==> src/rtl/pll_lock_ctrl.sv <==
// Bang-bang PLL loop controller: walks the DCO code from PFD up/dn samples
// through coarse acquisition and fine tracking, then declares lock.
//
// state    | meaning
// ---------+---------------------------------------------------------------
// IDLE     | code parked at CODE_INIT, all counters cleared
// ACQUIRE  | coarse steps until FLIP_CNT direction reversals are seen
// TRACK    | fine steps, windowed balance evaluation, counting good windows
// LOCKED   | fine steps, lock flag high until a window comes out unbalanced
`timescale 1ns/1ps
module pll_lock_ctrl #(
    parameter int CODE_W      = 8,
    parameter int CODE_INIT   = 128,
    parameter int STEP_COARSE = 8,
    parameter int STEP_FINE   = 1,
    parameter int FLIP_CNT    = 4,
    parameter int WIN_LEN     = 32,
    parameter int LOCK_TOL    = 2,
    parameter int LOCK_WINS   = 4
) (
    input  logic              clk,
    input  logic              rst,
    input  logic              en,
    input  logic              up,
    input  logic              dn,
    output logic [CODE_W-1:0] dco_code,
    output logic              locked,
    output logic [1:0]        state
);

    localparam int WIN_W  = (WIN_LEN > 1) ? $clog2(WIN_LEN) : 1;
    localparam int BAL_W  = WIN_W + 2;
    localparam int FLIP_W = $clog2(FLIP_CNT + 1);
    localparam int GOOD_W = $clog2(LOCK_WINS + 1);
    localparam logic [CODE_W-1:0] CODE_MAX = '1;
    localparam logic [CODE_W-1:0] CODE_RST = CODE_W'(CODE_INIT);

    typedef enum logic [1:0] {
        S_IDLE    = 2'd0,
        S_ACQUIRE = 2'd1,
        S_TRACK   = 2'd2,
        S_LOCKED  = 2'd3
    } state_t;

    state_t                    state_q, state_d;
    logic [CODE_W-1:0]         code_q, code_d;
    logic                      locked_q, locked_d;
    logic [FLIP_W-1:0]         flip_q, flip_d;
    logic [WIN_W-1:0]          win_q, win_d;
    logic signed [BAL_W-1:0]   bal_q, bal_d;
    logic [GOOD_W-1:0]         good_q, good_d;
    logic                      last_up_q, last_up_d;
    logic                      last_dn_q, last_dn_d;
    logic                      dir_up_q, dir_dn_q;

    logic [CODE_W-1:0]         step;
    logic [CODE_W-1:0]         code_step;
    logic signed [BAL_W-1:0]   dir_val;
    logic signed [BAL_W-1:0]   bal_sum;
    logic [BAL_W-1:0]          bal_mag;
    logic                      balanced;
    logic                      win_last;
    logic                      reversal;

    // One-cycle sample stage: the code reacts to the direction seen on the previous edge.
    always_ff @(posedge clk) begin
        if (rst) begin
            dir_up_q <= 1'b0;
            dir_dn_q <= 1'b0;
        end else begin
            dir_up_q <= up & ~dn;
            dir_dn_q <= dn & ~up;
        end
    end

    always_ff @(posedge clk) begin
        if (rst) begin
            state_q   <= S_IDLE;
            code_q    <= CODE_RST;
            locked_q  <= 1'b0;
            flip_q    <= '0;
            win_q     <= '0;
            bal_q     <= '0;
            good_q    <= '0;
            last_up_q <= 1'b0;
            last_dn_q <= 1'b0;
        end else begin
            state_q   <= state_d;
            code_q    <= code_d;
            locked_q  <= locked_d;
            flip_q    <= flip_d;
            win_q     <= win_d;
            bal_q     <= bal_d;
            good_q    <= good_d;
            last_up_q <= last_up_d;
            last_dn_q <= last_dn_d;
        end
    end

    always_comb begin
        step = (state_q == S_ACQUIRE) ? CODE_W'(STEP_COARSE) : CODE_W'(STEP_FINE);
        code_step = code_q;
        if (dir_up_q) begin
            code_step = (code_q > CODE_MAX - step) ? CODE_MAX : code_q + step;
        end else if (dir_dn_q) begin
            code_step = (code_q < step) ? '0 : code_q - step;
        end

        dir_val = '0;
        if (dir_up_q) begin
            dir_val = BAL_W'(1);
        end else if (dir_dn_q) begin
            dir_val = '1;
        end
        bal_sum  = bal_q + dir_val;
        bal_mag  = bal_sum[BAL_W-1] ? BAL_W'(-bal_sum) : BAL_W'(bal_sum);
        balanced = (bal_mag <= BAL_W'(LOCK_TOL));
        win_last = (win_q == WIN_W'(WIN_LEN - 1));
        reversal = (dir_up_q & last_dn_q) | (dir_dn_q & last_up_q);
    end

    always_comb begin
        state_d   = state_q;
        code_d    = code_q;
        locked_d  = locked_q;
        flip_d    = flip_q;
        win_d     = win_q;
        bal_d     = bal_q;
        good_d    = good_q;
        last_up_d = last_up_q;
        last_dn_d = last_dn_q;

        if (!en) begin
            state_d   = S_IDLE;
            code_d    = CODE_RST;
            locked_d  = 1'b0;
            flip_d    = '0;
            win_d     = '0;
            bal_d     = '0;
            good_d    = '0;
            last_up_d = 1'b0;
            last_dn_d = 1'b0;
        end else begin
            case (state_q)
                S_IDLE: begin
                    state_d   = S_ACQUIRE;
                    code_d    = CODE_RST;
                    locked_d  = 1'b0;
                    flip_d    = '0;
                    win_d     = '0;
                    bal_d     = '0;
                    good_d    = '0;
                    last_up_d = 1'b0;
                    last_dn_d = 1'b0;
                end
                S_ACQUIRE: begin
                    code_d = code_step;
                    if (dir_up_q | dir_dn_q) begin
                        last_up_d = dir_up_q;
                        last_dn_d = dir_dn_q;
                    end
                    if (reversal) begin
                        if (flip_q == FLIP_W'(FLIP_CNT - 1)) begin
                            state_d = S_TRACK;
                            flip_d  = '0;
                            win_d   = '0;
                            bal_d   = '0;
                            good_d  = '0;
                        end else begin
                            flip_d = flip_q + 1'b1;
                        end
                    end
                end
                S_TRACK, S_LOCKED: begin
                    code_d = code_step;
                    if (win_last) begin
                        win_d = '0;
                        bal_d = '0;
                        if (balanced) begin
                            // LOCKED parks the good count at its target.
                            if (state_q == S_LOCKED || good_q == GOOD_W'(LOCK_WINS - 1)) begin
                                good_d   = GOOD_W'(LOCK_WINS);
                                state_d  = S_LOCKED;
                                locked_d = 1'b1;
                            end else begin
                                good_d = good_q + 1'b1;
                            end
                        end else begin
                            good_d   = '0;
                            state_d  = S_TRACK;
                            locked_d = 1'b0;
                        end
                    end else begin
                        win_d = win_q + 1'b1;
                        bal_d = bal_sum;
                    end
                end
                default: state_d = S_IDLE;
            endcase
        end
    end

    assign dco_code = code_q;
    assign locked   = locked_q;
    assign state    = state_q;

endmodule

==> config.mk <==
export PLATFORM = sky130hd
export DESIGN_NAME = pll_lock_ctrl
export DESIGN_NICKNAME = d
export VERILOG_FILES = /design/src/rtl/pll_lock_ctrl.sv
export SDC_FILE = /design/constraint.sdc
export NUM_CORES = 1
export LEC_CHECK = 0
export BUFFER_PORTS_ARGS = -buffer_cell sky130_fd_sc_hd__buf_2
export CAP_MARGIN = 5
export CELL_PAD_IN_SITES_DETAIL_PLACEMENT = 0
export CELL_PAD_IN_SITES_GLOBAL_PLACEMENT = 1
export CORE_MARGIN = 8
export CORE_UTILIZATION = 45
export CTS_CLUSTER_DIAMETER = 200
export DETAILED_ROUTE_END_ITERATION = 10
export PLACE_DENSITY_LB_ADDON = 0.15
export SLEW_MARGIN = 5
export SYNTH_ARGS = -nofsm -noshare
export SYNTH_HDL_FRONTEND = slang
export SYNTH_SLANG_ARGS = --single-unit
==> constraint.sdc <==
create_clock -name clk -period 3.4 [get_ports clk]
set_clock_uncertainty 0.1 [all_clocks]
set_input_delay 0.68 -clock clk [delete_from_list [all_inputs] [get_ports clk]]
set_output_delay 0.68 -clock clk [all_outputs]
set_load 0.005 [all_outputs]
Yosys cells after proc, flatten, opt, wreduce, memory -nomap -nowiden --
Cells that the tools add are included.
Operators by class: equality and inequality tests 12, bitwise logic cells 9, add/sub/neg operators 8, muxes and demuxes 40, order comparisons 3, reductions and logical operators 13
Operators with widths (number):
- 7-bit 2-to-1 mux | 6
- 8-bit 2-to-1 mux | 4
- 3-bit 2-to-1 mux | 7
- 7-bit one-hot mux with 3 select lines | 1
- 8-bit one-hot mux with 2 select lines | 1
- 5-bit 2-to-1 mux | 3
- 5-bit one-hot mux with 3 select lines | 1
- 2-bit 2-to-1 mux | 5
- 3-bit one-hot mux with 3 select lines | 1
- 8-bit by 4-bit adder with 8-bit output | 1
- 8-bit > comparator | 1
- 8-bit by 4-bit less-than comparator with 1-bit output | 1
- 8-bit by 4-bit subtractor with 8-bit output | 1
- 7-bit adder | 1
- 7-bit by 2-bit less-or-equal comparator with 1-bit output (second input constant) | 1
- 7-bit negation | 1
- 3-bit by 1-bit adder with 3-bit output (second input constant) | 2
- 3-bit by 2-bit equality test with 1-bit output (second input constant) | 2
- 1-bit one-hot mux with 2 select lines | 3
- 2-bit one-hot mux with 3 select lines | 1
- 3-bit one-hot mux with 2 select lines | 1
- 2-bit AND reduction | 3
- 3-bit AND reduction | 2
- 1-bit by 5-bit subtractor with 6-bit output (first input constant) | 1
- other kinds (19) | 34
Storage, ports and cells: input bits 5, logic and storage cells 96, output and inout bits 11, register bits after elaboration 33

Longest topological paths before layout --
Gate-level depths: netlist (run 1).
depth after elaboration 9, depth in mapped cells 11, mapped depth without buffers 11

Worst setup path after synthesis (run 1) --
OpenSTA, ideal clock, no wires.
path type register -> register, start register dir_up_q, end register state_q[0] (netlist: state[0]), setup time 79 ps, required time 3221 ps, data arrival time 2566 ps, period minus slack after synthesis 2745 ps, path slack 655 ps, stages on the path, launching flop included 12, buffers on the path 0, cells stage by stage dfxtp_1 > nor2_1 > inv_1 > ha_1 > ha_1 > or4_1 > nor2_1 > nor2_1 > xnor2_1 > nor4_1 > o211ai_2 > a211oi_2
On the way: word-level cells in the longest chain between the ends 8, elaborated cells on any way between the ends 13, those cells by class add/sub (2); order compare (1); eq/ne (2); mux (5); bitwise (2); reduce/logical (1)
Ends and longest elaborated chain:
- from (decl) | RTL line 54 | logic dir_up_q, dir_dn_q;
- from (signal assigned) | RTL line 71 | dir_up_q <= up & ~dn;
- 7-bit 2-to-1 mux | RTL line 110 | if (dir_up_q) begin
- 7-bit adder | RTL line 115 | bal_sum = bal_q + dir_val;
- 7-bit negation | RTL line 116 | bal_mag = bal_sum[BAL_W-1] ? BAL_W'(-bal_sum) : BAL_W'(bal_sum);
- 7-bit 2-to-1 mux | RTL line 116
- 7-bit by 2-bit less-or-equal comparator with 1-bit output | RTL line 117 | balanced = (bal_mag <= BAL_W'(LOCK_TOL));
- 2-bit 2-to-1 mux | RTL line 179 | if (balanced) begin
- 2-bit 2-to-1 mux | RTL line 176 | if (win_last) begin
- 2-bit one-hot mux with 3 select lines | RTL line 144 | case (state_q)
- to (signal assigned) | RTL line 88 | state_q <= state_d;
- to (decl) | RTL line 45 | state_t state_q, state_d;
Several ways; a longest one is shown, not always the timed one. The select of a mux whose other input is x is not followed. A chain may end at the register's enable or synchronous reset.

Final worst setup path (run 1) --
start register dir_dn_q, end register good_q[2]
On the way: word-level cells in the longest chain between the ends 9, elaborated cells on any way between the ends 13, those cells by class add/sub (2); order compare (1); eq/ne (1); mux (6); bitwise (2); reduce/logical (1)
Ends and longest elaborated chain:
- from (decl) | RTL line 54
- from (signal assigned) | RTL line 72 | dir_dn_q <= dn & ~up;
- 7-bit 2-to-1 mux | RTL line 112 | end else if (dir_dn_q) begin
- 7-bit 2-to-1 mux | RTL line 110
- 7-bit adder | RTL line 115
- 7-bit negation | RTL line 116
- 7-bit 2-to-1 mux | RTL line 116
- 7-bit by 2-bit less-or-equal comparator with 1-bit output | RTL line 117
- 3-bit 2-to-1 mux | RTL line 179
- 3-bit 2-to-1 mux | RTL line 176
- 3-bit one-hot mux with 3 select lines | RTL line 144
- to (signal assigned) | RTL line 94 | good_q <= good_d;
- to (decl) | RTL line 51 | logic [GOOD_W-1:0] good_q, good_d;
Several ways; a longest one is shown, not always the timed one. The select of a mux whose other input is x is not followed.

==> run summary, run 1 <==
By instance count, the leading cell after synthesis is sky130_fd_sc_hd__nor2_1. The number of antenna violations at the first check in global routing was 0; the length in cells of the worst reg-to-reg path was 11. Category of the worst setup path launch point: a register. For the max-slew violation total from the final report, the log shows 0. The run finished with clean final reports. Fill cells in the final layout number 457. The leakage power of the design was 0.9717 nW. Across the whole layout, storage elements account for 660.6 µm².

The run gives 288 as the synthesized net count. Compared with the post-synthesis result, the final layout area differs by 12.41%. The post-CTS repair timing setup buffer count came out at 0. The min-delay analysis places its worst path in the category register to register. In the final layout, the multi-input gates occupy 1374 µm². The width of the chip is 84.91 µm. The start-to-end type of the worst setup path is register to register. The detail route stage leaves a number of antenna-violating nets equal to 0. For the final worst hold slack, the log shows 0.3412 ns.

Wires add up to 5.147 mm. Summed over all failing endpoints, the final setup total negative slack is 0 ns. In this run the power density over the cells is 384.8 nW/µm². The utilization after layout came out at 51.54%.

The synthesized design contains 0 enable-type register cells. For this run, the slowest stage of the critical path takes 0.42 ns. The number of different library cells used by synthesis comes to 51. The clock reaches the later pin of the worst-skew pair after 0.29 ns. Buffers placed on the I/O ports in this run total 15. The buffer cell driving the clock tree root was sky130_fd_sc_hd__clkbuf_8.

The tools report the worst hold path endpoint as flip_q[2]. Vertical die dimension: 84.91 µm. TritonCTS built the clock tree.

For the via count, the log shows 1939. Ranked by instance count, the synthesized netlist is headed by 39 x sky130_fd_sc_hd__nor2_1, 33 x sky130_fd_sc_hd__dfxtp_1, 21 x sky130_fd_sc_hd__nand2_1. For the cts-stage hold buffer count, the log shows 0. The final count of hold timing violations was 0; the count of standard-cell rows was 25. The combinational fraction of design power was 13.2%; the minimum setup slack among reg-to-reg paths was 0.53 ns. The logs give 0 for the number of max-cap violations and 267 for the gate count of the mapped netlist. The minimum clock period after layout is 2.867 ns.

STA classifies the critical path endpoint as a register. The maximum clock path buffer count came out at 2. Setup violations remaining at the end of the flow were counted as 0. The run gives 8.970 mm as the global-route wire length before repair. Walking the worst path, the cells encountered are nor2_1, inv_1, ha_1, ha_1, or4_1, nor2_1, nor2_1, xnor2_1, and4b_1, o211ai_2, o32ai_1. The total routing usage reported by global routing was 15.22%. In this run switching power makes up 26.83% of total power. The final critical path takes up 84.34% of the cycle. For the total congestion overflow after global routing, the log shows 0.

For this run, the detailed router's first-pass iteration total came to 4. The logs give 5 for the number of buffers inserted during clock tree synthesis and 339 for the final cell count without fillers. Total power for the finished layout comes to 0.9243 mW. The remaining design rule violation count was 0.

The most used flip-flop cell after synthesis is sky130_fd_sc_hd__dfxtp_1. After clock tree synthesis, the clock-pin slew on the worst setup and hold paths is 0.08 ns. The logs give 331 for the cell total after placement and 44.52% for the worst slew slack as a fraction of its limit. Counting every sink on the clock net gives 33. The setup slack after placement came out at 0.5617 ns. Ranked by total cell area, the synthesized netlist is headed by sky130_fd_sc_hd__dfxtp_1 31%, sky130_fd_sc_hd__ha_1 9.4%, sky130_fd_sc_hd__nor2_1 6.9%, sky130_fd_sc_hd__a21oi_1 4.7%, sky130_fd_sc_hd__a22oi_1 3.9%. The tools report the start point of the worst min-delay path as flip_q[2]. Entering global routing, the biggest net connects 21 pins.

The most repeated library cell on the critical path is sky130_fd_sc_hd__nor2_1. The run gives 30.91% as the fraction of the yosys area taken by sequential cells. Dividing the detail-routed via count by the number of cells gives 5.720. Summed over all nets, the switching power comes to 0.2480 mW. The fraction of post-synthesis cell area in the top cell type by area is 30.91%, and the HPWL after detailed placement is 3.687 mm. For this configuration, the core starts out at a cell density of 45.85%. The via count of the first global-routing pass came out at 1886. After synthesis the netlist holds a flip-flop and latch count of 33. Depth of the worst hold-timing path: 2. The average instance in the mapped netlist occupies 8.004 µm². The proportion of power drawn by the clock network is 43.9%.

The run gives 0.6763 mW as the total internal power. The tools report the number of resized instances in the post-cts repair step as 0. Summing all placed instances gives a cell area of 2282 µm². The first routing iteration left 148 violations. Setup repair after global routing left no endpoint under its margin. The transition time of the tightest slew-check pin is 0.8322 ns, and the post-synthesis instance area is 2137 µm². The run gives 348.7 MHz as the upper clock frequency limit.

After the last flow step, the layout net total stands at 305. The total I/O pin count was 16; the peak fanout along the critical path was 7. In this run the number of H-tree levels came out at 2. The largest individual stage delay along the critical path comes from the cell sky130_fd_sc_hd__or4_1. The tools report the floorplan die area as 7210 µm².

The average wire per standard cell is 15.18 µm, and the maximum vdd drop is 0.1805 mV. At the worst endpoint, the required time is 3.45 ns. The logs give 0 for the yosys synthesis warning count and 2402 µm² for the area of all placed cells without fillers.

The worst path meets setup with 0.5326 ns of slack. sky130_fd_sc_hd__dfxtp_1 takes more of the synthesized area than any other cell. The arrival time reported for the critical path endpoint was 2.92 ns; the fraction of synthesis flops using an asynchronous set or reset pin was 0%. At the end of routability-driven placement, the weighted congestion stood at 0.8814.

Beginning of the worst register-to-register path: dir_dn_q. In this run, flip-flops and latches consume 42.9% of the power. The number of antenna diodes in the final layout is 0. The fraction of layout cells with a size suffix above 1 came out at 13.68%. The floorplan step defined a core boundary enclosing 4661 µm². The endpoint of the most critical register-to-register path is good_q[2].
-- worst max-delay path by stage --
stage             start  slack [ns]     endpoint
4_1_cts        dir_dn_q        0.53    good_q[2]
3_3_place_gp   state[0]        0.60  dco_code[4]
5_1_grt        dir_dn_q        0.30    good_q[2]
2_1_floorplan  dir_up_q        0.66     state[0]
3_5_place_dp   dir_dn_q        0.56       locked
6_report       dir_dn_q        0.53    good_q[2]
-- routing by layer --
layer,GRT usage [%],vias to the layer above,part of all wire [%]
li1,-,993,-
met1,20.66,904,51
met2,22.76,37,43
met3,3.861,5,4.6
met4,4.854,0,0.78
met5,0,-,0
-- critical path: cells and delay by family (launching register included) --
kind            cells  cell delay (ns)
simple gates        5             1.02
fa+ha+maj           2             0.58
compound gates      2             0.44
buf+inv             1             0.09
flops               1             0.37
xor+xnor            1             0.15
-- power groups by stage --
stage	Combinational, mW	Sequential, mW	Clock (mW)
floorplan	0.0906	0.403	0
global route	0.137	0.397	0.428
CTS	0.122	0.396	0.411
finish	0.122	0.396	0.406
global placement	0.122	0.405	0
detailed placement	0.121	0.405	0
-- logic make-up (layout without fill, tap and decap cells) --
group	after synthesis	count (layout)	synth area share (%)
AO/OA/AOI/OAI	73	73	24.12
XOR/XNOR	11	11	4.860
adder cells (fa/ha/maj)	16	16	9.368
buffers and inverters	27	45	4.801
flip-flops	33	33	30.91
multiplexers	2	2	1.522
AND/OR/NAND/NOR	105	105	24.42
-- area by class of cell --
cell class                      instances  area share [%]
Clock buffer                            6           3.438
Timing Repair Buffer                   21           5.000
Inverter                               16           2.500
Tap cell                               54           2.813
Sequential cell                        33           27.50
Multi-Input combinational cell        207           57.19
Clock inverter                          2           1.563
-- placed cells by master, fill, tap and decap left out, types with 4 or more instances in the layout --
master and instances:
sky130_fd_sc_hd__nor2_1 39, sky130_fd_sc_hd__nor3_1 10, sky130_fd_sc_hd__xnor2_1 7, sky130_fd_sc_hd__nand2b_1 6, sky130_fd_sc_hd__inv_1 16, sky130_fd_sc_hd__ha_1 16
sky130_fd_sc_hd__clkbuf_8 6, sky130_fd_sc_hd__dfxtp_1 33, sky130_fd_sc_hd__buf_4 6, sky130_fd_sc_hd__nand3_1 5, sky130_fd_sc_hd__o22ai_1 4, sky130_fd_sc_hd__a21oi_1 20
sky130_fd_sc_hd__a31oi_1 4, sky130_fd_sc_hd__nand2_1 21, sky130_fd_sc_hd__a211oi_1 4, sky130_fd_sc_hd__buf_2 15, sky130_fd_sc_hd__a22oi_1 11, sky130_fd_sc_hd__o21ai_0 9
-- sequential cells by signal (all words and copies together), names as in the netlist, 2 cells and up --
register  flops
good_q        3
bal_q         7
dco_code      8
win_q         5
flip_q        3
state         2
(Power assumes the default switching activity.)
==> run 2, diff against run 1 <==
Clock period 3.4 ns to 2.96 ns, I/O delays scaled along.
==> run summary, run 2 (same netlist as run 1, synthesis figures left out) <==
For the upper clock frequency limit, the log shows 356.7 MHz (was 348.7 MHz). Maximum vdd drop: 0.1959 mV (was 0.1805 mV). The type of the most critical hold path was register to register (unchanged).

Number of antenna violations at the first check in global routing: 0 (unchanged). The fraction of layout cells with a size suffix above 1 is 15.79% (was 13.68%). The logs give 0 (unchanged) for the max-slew violation total from the final report and 5.125 mm (was 5.147 mm) for the total wirelength of the detailed-routed design.

The arrival time reported for the critical path endpoint is 2.91 ns (was 2.92 ns), and the combinational fraction of design power is 14.9% (was 13.2%). The vias per cell was 5.664 (was 5.720). The final worst hold slack is 0.3393 ns (was 0.3412 ns). The logs give 0.29 ns (about the same) for the worst-skew pair later-pin latency and 25 (unchanged) for the count of standard-cell rows. The count of TritonRoute iterations in the first routing pass is 4 (unchanged), and the total congestion overflow after global routing is 0 (unchanged). For the number of resized instances in the post-cts repair step, the log shows 0 (unchanged). The logs give 0 ns (unchanged) for the setup total negative slack and 33 (unchanged) for the total clock sinks.

Switching power share of the total: 28.24% (was 26.83%). The tools report the routed metal-1 wire length as 2.671 mm (was 2.636 mm). The run gives 37.5% (was 43.9%) as the proportion of power drawn by the clock network. The most common cell after layout, fill and taps aside was sky130_fd_sc_hd__nor2_1 (unchanged). The slowest stage cell on the critical path is sky130_fd_sc_hd__or4_1 (unchanged).

Count of port buffers added during placement: 15 (unchanged). The tools report the via count of the first global-routing pass as 1754 (was 1886). Minimum clock period after layout: 2.804 ns (was 2.867 ns). The number of design-rule violations left by the first detailed-router iteration was 178 (was 148). For the post-CTS repair timing setup buffer count, the log shows 0 (unchanged).

The number of buffers inserted during clock tree synthesis came out at 5 (unchanged). The count of H-tree levels built during CTS is 2 (unchanged). The tools report the leakage power of the design as 0.9641 nW (was 0.9717 nW).

For the net switching power, the log shows 0.2708 mW (was 0.2480 mW). Pin count of the biggest net entering global routing: 17 (was 21). The power per cell area came out at 398.3 nW/µm² (was 384.8 nW/µm²).

The start-to-end type of the worst setup path was register to register (unchanged). The transition time of the tightest slew-check pin is 0.6883 ns (was 0.8322 ns). Final antenna diode count: 0 (unchanged). The run gives 280 µm (was 239 µm) as the routed length on met3. The remaining antenna violation count after routing was 0 (unchanged); the area of the core was 4661 µm² (unchanged).

The number of flip-flops under the largest register name works out to 8 (unchanged). The vertical die dimension works out to 84.91 µm (unchanged). The logs give 8.749 mm (was 8.970 mm) for the global-route wire length before repair and 0.9124 (was 0.8814) for the global placer's final weighted congestion. Met2 routed wirelength: 2.089 mm (was 2.230 mm). The tools report the start point of the critical path as dir_dn_q (unchanged). The clock-pin transition on the worst setup and hold timing paths is 0.08 ns (about the same).

The tools report the beginning of the worst register-to-register path as dir_dn_q (unchanged). Number of buffer and inverter stages on the critical path: 1 (unchanged). Critical path endpoint category: a register (unchanged). Most frequent cells in the layout: 37 x sky130_fd_sc_hd__nor2_1, 32 x sky130_fd_sc_hd__dfxtp_1, 21 x sky130_fd_sc_hd__nand2_1 (was 39 x sky130_fd_sc_hd__nor2_1, 33 x sky130_fd_sc_hd__dfxtp_1, 21 x sky130_fd_sc_hd__nand2_1). The via count came out at 1920 (was 1939). The run gives 0 (unchanged) as the final count of hold timing violations. Setup repair after global routing left no endpoint under its margin.

The total I/O pin count was 16 (unchanged). For the total routing usage reported by global routing, the log shows 15.03% (was 15.22%). Largest stage delay on the critical path: 0.43 ns (was 0.42 ns). The final layout net count is 306 (was 305). The total internal power came out at 0.6880 mW (was 0.6763 mW). The uppermost signal routing layer after detailed routing was met4 (unchanged). Initial cell density of the core: 45.85% (unchanged).

Category of cells accounting for the largest share of critical-path delay: simple AND/OR/NAND/NOR gates (unchanged). The average wire per standard cell was 15.12 µm (was 15.18 µm); the final setup violation count was 0 (unchanged). The peak fanout along the critical path was 7 (unchanged). Cell-by-cell trace of the critical path: nor2_2, inv_1, ha_1, ha_1, or4_1, nor2_2, nor2_1, xnor2_1, and4b_2, o211ai_4, a211oi_2 (was nor2_1, inv_1, ha_1, ha_1, or4_1, nor2_1, nor2_1, xnor2_1, and4b_1, o211ai_2, o32ai_1). The run gives 54.11% (was 44.52%) as the worst slew slack as a fraction of its limit.

The critical path required time is 3.07 ns (was 3.45 ns). The tools report the start point of the worst min-delay path as flip_q[2] (unchanged). The buffer cell driving the clock tree root is sky130_fd_sc_hd__clkbuf_8 (unchanged). The cts-stage hold buffer count came out at 0 (unchanged). The run gives 2407 µm² (was 2402 µm²) as the area of all placed cells without fillers.

The run finished with clean final reports. The tools report the category of the worst setup path launch point as a register (unchanged). The growth of design area from synthesis to finish was 12.65% (was 12.41%). TritonCTS built the clock tree. HPWL after detailed placement: 3.718 mm (was 3.687 mm). The post-route fraction of the period consumed by the critical path was 94.72% (was 84.34%); the remaining design rule violation count was 0 (unchanged). The floorplan die area was 7210 µm² (unchanged); the number of max-cap violations was 0 (unchanged).

The width of the chip is 84.91 µm (unchanged), and the sequential power share is 47.6% (was 42.9%). The tools report the placed instance area as 2290 µm² (was 2282 µm²). The maximum clock path buffer count is 2 (unchanged).
[run 2: changes by cell type in the layout (fill, tap and decap cells not counted), sizes merged]
cell,previous run,this run
bufinv,1,0
buf,21,22
[run 2: metal layers]
layer	vias up	global-route usage, %
li1	999	-
met1	859	20.80
met2	53	21.90
met3	9	3.571
met4	0	5.340
met5	-	0
[run 2: power groups by stage]
stage | sequential, mW | combinational, mW | clock [mW]
3_5_place_dp | 0.466 | 0.139 | 0
5_1_grt | 0.457 | 0.159 | 0.392
2_1_floorplan | 0.463 | 0.104 | 0
3_3_place_gp | 0.466 | 0.140 | 0
4_1_cts | 0.456 | 0.140 | 0.372
6_report | 0.456 | 0.143 | 0.360
[run 2: worst min-delay path, delay by kind of cell (launching register included)]
kind | cells | cell delay, ns
AO/OA/AOI/OAI | 1 | 0.03
flip-flops | 1 | 0.32
AND/OR/NAND/NOR | 1 | 0.05
[run 2: final timing paths]
path         slack [ns]        end  depth (start not counted)
max                0.16   state[0]                         11
max reg2reg        0.16   state[0]                         11
min                0.34  flip_q[2]                          2
min reg2reg        0.34  flip_q[2]                          2
[run 2: per-stage QoR]
step | std cells | worst slack, ns | utilization [%] | power, mW
floorplan | 267 | 0.2150 | - | 0.5669
global placement | 332 | 0.2068 | 49.13 | 0.6062
detailed placement | 332 | 0.1351 | 49.13 | 0.6052
CTS | 339 | 0.1074 | 51.06 | 0.9681
global route | 339 | 0.0005138 | 51.65 | 1.008
finish | 339 | 0.1563 | 51.65 | 0.9588
[run 2: final cells by class]
cell class | count | area [µm²]
sequential | 33 | 661.9
inverter | 16 | 60.06
clock inverter | 1 | 7.507
tap | 54 | 67.56
multi-input combinational | 207 | 1400
clock buffer | 6 | 82.58
timing repair buffer | 22 | 127.6
fill | 450 | 2253
==> run 3, diff against run 2 <==
Settings changed: CELL_PAD_IN_SITES_DETAIL_PLACEMENT 0 to 1, CELL_PAD_IN_SITES_GLOBAL_PLACEMENT 1 to 2, CORE_UTILIZATION 45 to 36, REMOVE_ABC_BUFFERS set to 1.
==> run summary, run 3 (same netlist as run 1, synthesis figures left out) <==
The vias per cell is 5.366 (was 5.664), and the arrival time reported for the critical path endpoint is 2.81 ns (was 2.91 ns). The transition time of the tightest slew-check pin was 0.5745 ns (was 0.6883 ns). Remaining design rule violation count: 0 (unchanged).

The run gives 0.3430 ns (was 0.3393 ns) as the final worst hold slack. The tools report the total routing usage reported by global routing as 14.18% (was 15.03%). For the count of H-tree levels built during CTS, the log shows 2 (unchanged). The run gives 0.9853 nW (was 0.9641 nW) as the leakage power of the design. The run gives 5816 µm² (was 4661 µm²) as the area of the core. The category of the worst setup path launch point is a register (unchanged). The number of max-cap violations is 0 (unchanged), and the cell total after placement is 355 (was 332). The worst-skew pair later-pin latency came out at 0.29 ns (about the same).

Setup repair after global routing left no endpoint under its margin. For the via count of the first global-routing pass, the log shows 1958 (was 1754). The power per cell area was 429.2 nW/µm² (was 398.3 nW/µm²). The logs give 0 (unchanged) for the cts-stage hold buffer count and 0 ns (unchanged) for the setup total negative slack.

The start-to-end type of the worst setup path is register to register (unchanged). The count of TritonRoute iterations in the first routing pass is 4 (unchanged). Clock-pin transition on the worst setup and hold timing paths: 0.08 ns (about the same). The tools report the final setup violation count as 0 (unchanged).

Final cell count without fillers: 363 (was 339). The total wirelength of the detailed-routed design was 5.908 mm (was 5.125 mm). The post-route fraction of the period consumed by the critical path is 91.30% (was 94.72%), and the floorplan die area is 8657 µm² (was 7210 µm²).

The vertical die dimension is 93.05 µm (was 84.91 µm), and the count of standard-cell rows is 28 (was 25). The initial cell density of the core was 36.75% (was 45.85%). For the max-slew violation total from the final report, the log shows 0 (unchanged).

The run finished with clean final reports. The most common cell after layout, fill and taps aside was sky130_fd_sc_hd__nor2_1 (unchanged). The peak fanout along the critical path is 7 (unchanged). The final antenna diode count came out at 0 (unchanged). The tools report the final count of hold timing violations as 0 (unchanged). Most frequent cells in the layout: 37 x sky130_fd_sc_hd__nor2_1, 33 x sky130_fd_sc_hd__dfxtp_1, 21 x sky130_fd_sc_hd__nand2_1 (was 37 x sky130_fd_sc_hd__nor2_1, 32 x sky130_fd_sc_hd__dfxtp_1, 21 x sky130_fd_sc_hd__nand2_1). The number of flip-flops under the largest register name was 8 (unchanged). The number of buffers inserted during clock tree synthesis was 5 (unchanged).

The total I/O pin count was 16 (unchanged). The count of port buffers added during placement works out to 15 (unchanged). Maximum vdd drop: 0.2016 mV (was 0.1959 mV). The width of the chip is 93.05 µm (was 84.91 µm), and the global-route wire length before repair is 9.887 mm (was 8.749 mm). The post-CTS repair timing setup buffer count was 0 (unchanged); the routed metal-1 wire length was 2.920 mm (was 2.671 mm).

The area of all placed cells without fillers is 2479 µm² (was 2407 µm²). Critical path endpoint category: a register (unchanged). The logs give 2 (unchanged) for the maximum clock path buffer count and 370.0 MHz (was 356.7 MHz) for the upper clock frequency limit. Pin count of the biggest net entering global routing: 16 (was 17). Type of the most critical hold path: register to register (unchanged).

Critical path required time: 3.07 ns (about the same). The routed length on met3 was 246 µm (was 280 µm). The minimum clock period after layout came out at 2.703 ns (was 2.804 ns). The number of antenna violations at the first check in global routing is 0 (unchanged). Average wire per standard cell: 16.28 µm (was 15.12 µm). The growth of design area from synthesis to finish is 15.98% (was 12.65%), and the total congestion overflow after global routing is 0 (unchanged). TritonCTS built the clock tree. The run gives 61.47% (was 54.11%) as the worst slew slack as a fraction of its limit. The HPWL after detailed placement is 4.438 mm (was 3.718 mm). The run gives 79 (was 178) as the number of design-rule violations left by the first detailed-router iteration.

The buffer cell driving the clock tree root was sky130_fd_sc_hd__clkbuf_8 (unchanged). The fraction of layout cells with a size suffix above 1 is 16.32% (was 15.79%). The global placer's final weighted congestion was 0.8134 (was 0.9124). The via count was 1948 (was 1920). The total clock sinks was 33 (unchanged). The placed instance area came out at 2331 µm² (was 2290 µm²).

The uppermost signal routing layer after detailed routing is met4 (unchanged). The run gives 308 (was 306) as the final layout net count. The remaining antenna violation count after routing was 0 (unchanged); the met2 routed wirelength was 2.657 mm (was 2.089 mm).
[run 3: changes by cell type in the layout (fill, tap and decap cells not counted), sizes merged]
cell	before	now
buf	22	24
bufinv	0	1
[run 3: timing repair]
item / CTS / global route
gates resized for setup: 0 / 6
endpoints found under the setup margin: 0 / 5
endpoints found under the hold margin: 0 / 0
[run 3: layout make-up]
| class | count | area, µm² |
|---|---|---|
| Sequential cell | 33 | 660.6 |
| Multi-Input combinational cell | 207 | 1401 |
| Fill cell | 736 | 3337 |
| Clock inverter | 2 | 37.54 |
| Inverter | 16 | 60.06 |
| Timing Repair Buffer | 24 | 142.6 |
| Tap cell | 75 | 93.84 |
| Clock buffer | 6 | 82.58 |
[run 3: worst max-delay path, cell delays in order, from the launching register on]
cell,delay [ns]
sky130_fd_sc_hd__dfxtp_1,0.45
sky130_fd_sc_hd__nand2b_1,0.17
sky130_fd_sc_hd__xnor2_1,0.16
sky130_fd_sc_hd__ha_1,0.23
sky130_fd_sc_hd__or4_1,0.42
sky130_fd_sc_hd__nor2_2,0.14
sky130_fd_sc_hd__nor2_1,0.07
sky130_fd_sc_hd__xnor2_1,0.24
sky130_fd_sc_hd__and4b_1,0.29
sky130_fd_sc_hd__o211ai_4,0.14
sky130_fd_sc_hd__a31oi_1,0.21
[run 3: through the flow]
step	utilization (%)	power [mW]	worst slack, ns
detailed placement	40.08	0.6136	0.05803
global route	42.62	1.118	0.05782
CTS	42.15	1.079	0.03792
finish	42.62	1.064	0.2574
floorplan	-	0.5633	0.09599
global placement	40.08	0.6127	0.2184
[run 3: layer usage]
layer / up-vias / track usage, %
li1: 1000 / -
met4: 0 / 5.235
met5: - / 0
met3: 8 / 2.404
met2: 37 / 22.49
met1: 903 / 18.79
[run 3: where the power goes]
part / leakage [nW] / switching (mW) / internal (mW) / total, mW
Clock: 0.0574 / 0.184 / 0.274 / 0.458
Combinational: 0.661 / 0.0944 / 0.0584 / 0.153
Sequential: 0.266 / 0.00516 / 0.448 / 0.453
Total: 0.985 / 0.283 / 0.780 / 1.06
[run 3: final timing paths]
path / startpoint / slack [ns] / end / cells past startpoint
worst max-delay path: dir_dn_q / 0.26 / locked / 10
worst min register to register: flip_q[2] / 0.34 / flip_q[2] / 2
worst max register to register: dir_dn_q / 0.26 / locked / 10
worst min-delay path: flip_q[2] / 0.34 / flip_q[2] / 2
